`config.mk`:
```
export PLATFORM = sky130hd
export DESIGN_NAME = hex_scan_ctrl
export DESIGN_NICKNAME = d
export VERILOG_FILES = /design/src/rtl/hex_scan_ctrl.sv
export SDC_FILE = /design/constraint.sdc
export NUM_CORES = 1
export LEC_CHECK = 0
export BUFFER_PORTS_ARGS = -buffer_cell sky130_fd_sc_hd__buf_2
export CELL_PAD_IN_SITES_DETAIL_PLACEMENT = 1
export CELL_PAD_IN_SITES_GLOBAL_PLACEMENT = 1
export CORE_MARGIN = 1.5
export CORE_UTILIZATION = 34
export DETAILED_ROUTE_END_ITERATION = 10
export HOLD_SLACK_MARGIN = 0.1
export PLACE_DENSITY = 0.58
export SYNTH_ARGS = -nofsm -noshare
export SYNTH_HDL_FRONTEND = slang
export SYNTH_SLANG_ARGS = --single-unit
```
`constraint.sdc`:
```
create_clock -name clk -period 2.96 [get_ports clk]
set_clock_uncertainty 0.2 [all_clocks]
set_input_delay 0.888 -clock clk [delete_from_list [all_inputs] [get_ports clk]]
set_output_delay 0.888 -clock clk [all_outputs]
set_load 0.01 [all_outputs]
```
`src/rtl/hex_scan_ctrl.sv`:
```
// Time-multiplexed hex seven-segment scan controller with a valid/ready digit register file.
// Optional leading-zero suppression when HEX_SCAN_LZS_EN is defined.
module hex_scan_ctrl #(
   parameter int unsigned DIGITS = 4,
   parameter int unsigned PERIOD = 50000,
   parameter int unsigned GUARD  = 500,
   parameter int unsigned CNT_W  = 16
) (
   input  logic              clk,
   input  logic              rst,
   input  logic              wr_valid,
   output logic              wr_ready,
   input  logic [2:0]        wr_addr,
   input  logic [3:0]        wr_data,
   input  logic              wr_blank,
   output logic [6:0]        seg_n,
   output logic [DIGITS-1:0] dig_n
);

   localparam int unsigned      PTR_W      = (DIGITS > 1) ? $clog2(DIGITS) : 1;
   localparam logic [CNT_W-1:0] SHOW_LAST  = CNT_W'(PERIOD - 1);
   localparam logic [CNT_W-1:0] GUARD_LAST = CNT_W'((GUARD > 0) ? GUARD - 1 : 0);
   localparam logic [PTR_W-1:0] PTR_LAST   = PTR_W'(DIGITS - 1);
   localparam logic [6:0]       SEG_OFF    = 7'h7F;

   typedef enum logic [1:0] {
      S_LOAD,
      S_SHOW,
      S_GUARD
   } state_t;

   state_t              state, state_d;
   logic [PTR_W-1:0]    ptr, ptr_d, ptr_nxt;
   logic [CNT_W-1:0]    cnt, cnt_d;
   logic [3:0]          val [DIGITS];
   logic [DIGITS-1:0]   blank;
   logic [3:0]          sh_val, sh_val_d;
   logic                sh_blank, sh_blank_d;
   logic [6:0]          seg_d;
   logic [DIGITS-1:0]   dig_d;
   logic                wr_hit;
   logic                lz_hide;

   function automatic logic [6:0] decode(input logic [3:0] v);
      logic [6:0] s;
      case (v)
         4'h0: s = 7'h40;
         4'h1: s = 7'h79;
         4'h2: s = 7'h24;
         4'h3: s = 7'h30;
         4'h4: s = 7'h19;
         4'h5: s = 7'h12;
         4'h6: s = 7'h02;
         4'h7: s = 7'h78;
         4'h8: s = 7'h00;
         4'h9: s = 7'h10;
         4'hA: s = 7'h08;
         4'hB: s = 7'h03;
         4'hC: s = 7'h46;
         4'hD: s = 7'h21;
         4'hE: s = 7'h06;
         default: s = 7'h0E;
      endcase
      return s;
   endfunction

   // Writes are only refused during the single LOAD cycle, so LOAD never races a write.
   assign wr_ready = (state != S_LOAD);
   assign wr_hit   = wr_valid && wr_ready && (32'(wr_addr) < DIGITS);
   assign ptr_nxt  = (ptr == PTR_LAST) ? '0 : ptr + PTR_W'(1);

`ifdef HEX_SCAN_LZS_EN
   // Hide this digit when nothing at or above it carries a visible nonzero value.
   always_comb begin
      lz_hide = (ptr != '0);
      for (int i = 0; i < int'(DIGITS); i++) begin
         if (i >= int'(ptr) && !blank[i] && val[i] != 4'h0) lz_hide = 1'b0;
      end
   end
`else
   assign lz_hide = 1'b0;
`endif

   // Register file
   always_ff @(posedge clk or posedge rst) begin
      if (rst) begin
         val   <= '{default: 4'h0};
         blank <= '1;
      end else if (wr_hit) begin
         val[wr_addr[PTR_W-1:0]]   <= wr_data;
         blank[wr_addr[PTR_W-1:0]] <= wr_blank;
      end
   end

   // State, pointer, counter, shadow and output registers
   always_ff @(posedge clk or posedge rst) begin
      if (rst) begin
         state    <= S_LOAD;
         ptr      <= '0;
         cnt      <= '0;
         sh_val   <= 4'h0;
         sh_blank <= 1'b1;
         seg_n    <= SEG_OFF;
         dig_n    <= '1;
      end else begin
         state    <= state_d;
         ptr      <= ptr_d;
         cnt      <= cnt_d;
         sh_val   <= sh_val_d;
         sh_blank <= sh_blank_d;
         seg_n    <= seg_d;
         dig_n    <= dig_d;
      end
   end

   // Next-state logic; outputs only move on entering and leaving SHOW
   always_comb begin
      state_d    = state;
      ptr_d      = ptr;
      cnt_d      = cnt + CNT_W'(1);
      sh_val_d   = sh_val;
      sh_blank_d = sh_blank;
      seg_d      = seg_n;
      dig_d      = dig_n;
      case (state)
         S_LOAD: begin
            sh_val_d   = val[ptr];
            sh_blank_d = blank[ptr] | lz_hide;
            seg_d      = sh_blank_d ? SEG_OFF : decode(sh_val_d);
            dig_d      = ~(DIGITS'(1) << ptr);
            cnt_d      = '0;
            state_d    = S_SHOW;
         end
         S_SHOW: begin
            if (cnt == SHOW_LAST) begin
               seg_d = SEG_OFF;
               dig_d = '1;
               cnt_d = '0;
               if (GUARD == 0) begin
                  state_d = S_LOAD;
                  ptr_d   = ptr_nxt;
               end else begin
                  state_d = S_GUARD;
               end
            end
         end
         S_GUARD: begin
            if (cnt == GUARD_LAST) begin
               cnt_d   = '0;
               state_d = S_LOAD;
               ptr_d   = ptr_nxt;
            end
         end
         default: begin
            cnt_d   = '0;
            state_d = S_LOAD;
         end
      endcase
   end

endmodule

```
; ---- Word-level counts from Yosys, hierarchy flattened
; Memories as Yosys holds them, arrays and structs flattened.
; Cells that the tools add are included.
[totals]
reg_bits = 51
rom_bits = 112
inputBits = 11
output_inout_bits = 12
n_memories = 1
[classes]
addsub = 2
n_lt_le_gt_ge = 7
eq_ne = 7
shift = 1
n_mux = 23
n_bitwise = 3
reduce_logical = 10
[memory_table]
columns = memory, words, width, rd, rd_clocked_by_memory_dff, write_ports, line
row1 = (no name shown), 16, 7, 1, 0, 0, 46  ; case (v)
[ops]
columns = op, n
row1 = 16-bit 2-to-1 mux, 2
row2 = 16-bit one-hot mux with 2 select lines, 1
row3 = "16-bit by 1-bit adder with 16-bit output, second input constant", 1
row4 = 16-bit bitwise mux, 1
row5 = "16-bit equality test, second input constant", 1
row6 = "16-bit by 9-bit equality test with 1-bit output, second input constant", 1
row7 = 4-bit 2-to-1 mux, 4
row8 = 7-bit 2-to-1 mux, 2
row9 = 7-bit one-hot mux with 2 select lines, 1
row10 = 4-bit binary-select mux with 2-bit select, 1
row11 = 4-bit demux with 2-bit select, 1
row12 = 4-bit one-hot mux with 2 select lines, 1
row13 = "3-bit >= comparator, second input constant", 2
row14 = "2-bit by 3-bit < comparator with 1-bit output, second input constant", 2
row15 = 2-bit 2-to-1 mux, 3
row16 = 2-bit NOT with 3-bit output, 2
row17 = 2-bit one-hot mux with 3 select lines, 1
row18 = 2-bit AND reduction, 3
row19 = 4-bit bitwise mux, 1
row20 = "2-bit equality test, second input constant", 2
row21 = 1-bit logical AND, 4
row22 = "2-bit inequality test, second input constant", 2
row23 = 4-bit NOT, 1
row24 = 2-bit nonzero test, 2
row25 = other kinds (10), 11

; ---- Logic depth before layout (Yosys ltp)
; An unclocked memory read counts as a cell.
[logic_depth]
depth_word = 7
ltp_mapped = 8

; ---- Least setup slack after synthesis
; OpenSTA, ideal clock, no wires.
[synth_timing]
kind = input to register
startpoint = input wr_addr[2]
endpoint = register val[12] (netlist name)
setup_ps = 125
arrival_time_ps = 2082
t_required_ps = 2635
path_slack_ps = 553
stages = 3
cell_sequence = nor3b_1 -> nor3b_1 -> mux2_2
[synth_via]
elab_chain_cells = 2
[synth_lines]
columns = item, line
row1 = start: declaration, 13  ; input logic [2:0] wr_addr,
row2 = 3-bit < comparator, 69  ; assign wr_hit = wr_valid && wr_ready && (32'(wr_addr) < DIGITS);
row3 = 1-bit logical AND, 69
row4 = end signal: indexed assignment, 90  ; val[wr_addr[PTR_W-1:0]] <= wr_data;
row5 = end: declaration, 35  ; logic [3:0] val [DIGITS];
; Every way passes these cells.
; A chain may end at the register's enable or synchronous reset.

; ---- Worst setup path after layout
[layout_timing]
startpoint = register ptr[0]
endpoint = register seg_n[3]
[layout_via]
elab_chain_cells = 7
word_cells_on_any_way = 9
[layout_lines]
columns = item, line
row1 = start: declaration, 33  ; logic [PTR_W-1:0] ptr, ptr_d, ptr_nxt;
row2 = start signal: assignment, 107  ; ptr <= ptr_d;
row3 = 2-bit NOT with 3-bit output (implied by the code), 127  ; sh_val_d = val[ptr];
row4 = 4-bit binary-select mux with 2-bit select, 127
row5 = 4-bit 2-to-1 mux (implied by the code) (2 in a row), 127
row6 = memory read 16 x 7 bit, --
row7 = 7-bit 2-to-1 mux (*), 129  ; seg_d = sh_blank_d ? SEG_OFF : decode(sh_val_d);
row8 = 7-bit one-hot mux with 2 select lines (*), 125  ; case (state)
row9 = end signal: assignment, 111  ; seg_n <= seg_d;
row10 = end: declaration, 16  ; output logic [6:0] seg_n,
; Every way passes the cells marked *; elsewhere a longest branch is shown, timed or not. The select of a mux whose other input is x is not followed.

==> run metrics <==
Synth cell types=40; Area growth, synth to finish=12.0%; crit share post-route=84.8%; fin cells=355; routability cong.=0.775; # H-tree levels=2; max-cap violations=0; crit path launch type=flip-flop; fin worst setup slack=0.450 ns; layout cells sized above 1=32.8%; Post-CTS Setup Bufs=0; Synth area leaders=dfrtp_1, dfstp_2, mux2_2; share of flip-flops with an asynchronous set or reset=100%; Pleak=1.27 nW; most frequent cells in the layout=nor2_1, dfrtp_1, mux2_2, buf_2, dfstp_2; syn nets=253; global-route wire length before repair=9430 um; met1 GRT Util=21.5%; fin util=40.2%; WHS=0.291 ns; syn avg cell area=11.6 um2; DRT iter0 DRCs=35; synthesized flop and latch total=51; cts hold-fix bufs=0; Root Driver=clkbuf_8; critical path arrival=2.57 ns; worst path buffer plus inverter count=2; Post-Syn Area=2640 um2; register area=1290 um2; WL/cell=15.2 um; chip width=91.2 um; IR drop worst, VDD=0.000198 V; Die Area=8310 um2; Rel. slew slack=69.3%; leading cell type in the layout, fill and taps excluded=nor2_1; number of antenna violations at the first check in global routing=0; grt met2 use=20.0%; Crit. End Element=flip-flop; max incr delay on CP=0.65 ns; Clock transition at path regs=0.10 ns; NumNets Final=280; antenna viol nets, final=0; final-report hold violation count=0; Skew-Pair Late Insertion Delay=0.31 ns; DRC violations left=0; grt total ovfl=0; chip height=91.2 um; clk buf depth=2; status=finished clean; Setup TNS Final=0 ns; via count=1745; RSZ-0062 raised after global routing=false; Yosys top cell area share=34.1%; PD cells=492 nW/um2; worst hold path class=reg -> reg; DR vias/cell=4.92; Slew Viols, Final=0; Max Freq=398 MHz; GR peak layer=met1; clock buffers created by TritonCTS=5; count of warnings emitted by yosys=0; HPWL Detailed=3900 um; fill cell count=823; crit path max-delay cell type=mux4_2; sequential-to-total area share from yosys stat=49.0%; routed wire length=5390 um; Worst Max-Slew Pin Slew=0.458 ns; critical-path cell list=mux4_2 -> inv_1 -> ha_1 -> inv_1 -> mux4_2 -> o22a_1; met3 Usage GRT=3.35%; pin count of the biggest net entering global routing=52; critical path's top delay family=multiplexers; Detailed Routing Iterations Pass 1=4; number of enable flip-flop cells after synthesis=0; Final setup viols=0; Mapped Cells=228; placed cells=347; data required time of the worst path=3.02 ns; initial cell density of the core=35.9%; Total GRT Usage=14.4%; cts repair resizes=0; Multi-input gate area=1260 um2; num rows=31; CP max FO=10; # diodes=0; pre-CTS setup slack=0.445 ns; kind of critical path=reg -> reg; Final Critical Period=2.51 ns; CTS tree=done; vias in the first global route=1783; clk sinks=51; port bufs=22; Core ar.=7370 um2; Synth Flop Type=dfrtp_1; Ports=23; leading area contributor after synthesis=dfrtp_1
[final cells by class]
class / instances / area share, %
tap: 99 / 4.19
inverter: 14 / 1.78
clock buffer: 5 / 2.33
multi-input combinational: 159 / 42.6
timing repair buffer: 24 / 4.65
sequential: 51 / 43.8
clock inverter: 3 / 0.677
[state kept, by name (all words and copies together) (netlist names)]
name and count:
blank 4, val 16, seg_n 7, cnt 16
ptr 2, state 2, dig_n 4
[cell usage after synthesis, drive strengths merged (4+ instances only)]
cell    n
nor2   38
ha     14
mux2   23
dfstp  15
a21oi   8
inv    14
dfrtp  36
o21ai   4
nand2  11
xor2    6
xnor2   8
mux4    6
[kinds of logic after synthesis]
family	count (synthesis)	synth area share (%)
XOR/XNOR	14	4.64
AO/OA/AOI/OAI	23	6.20
multiplexers	30	15.3
AND/OR/NAND/NOR	78	15.0
flip-flops	51	49.0
adder cells (fa/ha/maj)	14	6.63
buffers and inverters	18	3.27
[per-layer routing]
layer / share of wire (%) / routed length, um
met5: 0 / 0
met2: 40 / 2170
met1: 54 / 2920
met4: 1.8 / 95
met3: 3.9 / 209
[stage by stage]
step	power (mW)	area [um2]
finish	1.46	2960
global route	1.54	2960
CTS	1.48	2960
detailed placement	1.06	2870
global placement	1.05	2870
floorplan	0.984	2640
[report_power, final]
group | internal (mW) | total, mW | leakage (nW) | switching (mW)
Sequential | 0.772 | 0.806 | 0.613 | 0.0337
Clock | 0.165 | 0.416 | 0.0402 | 0.251
Combinational | 0.119 | 0.234 | 0.620 | 0.115
Total | 1.06 | 1.46 | 1.27 | 0.400
[path summary, 6_finish.rpt]
| kind | to | slack, ns | cells after the start | start |
|---|---|---|---|---|
| min reg2reg | cnt[0] | 0.29 | 1 | cnt[0] |
| max in group asynchronous | dig_n[2] | 1.87 | 3 | rst |
| max reg2reg | seg_n[3] | 0.45 | 6 | ptr[0] |
| min in group asynchronous | cnt[11] | 0.41 | 3 | rst |
| max | seg_n[3] | 0.45 | 6 | ptr[0] |
| min | cnt[0] | 0.29 | 1 | cnt[0] |
No activity file was read; power rests on OpenSTA's default activity.
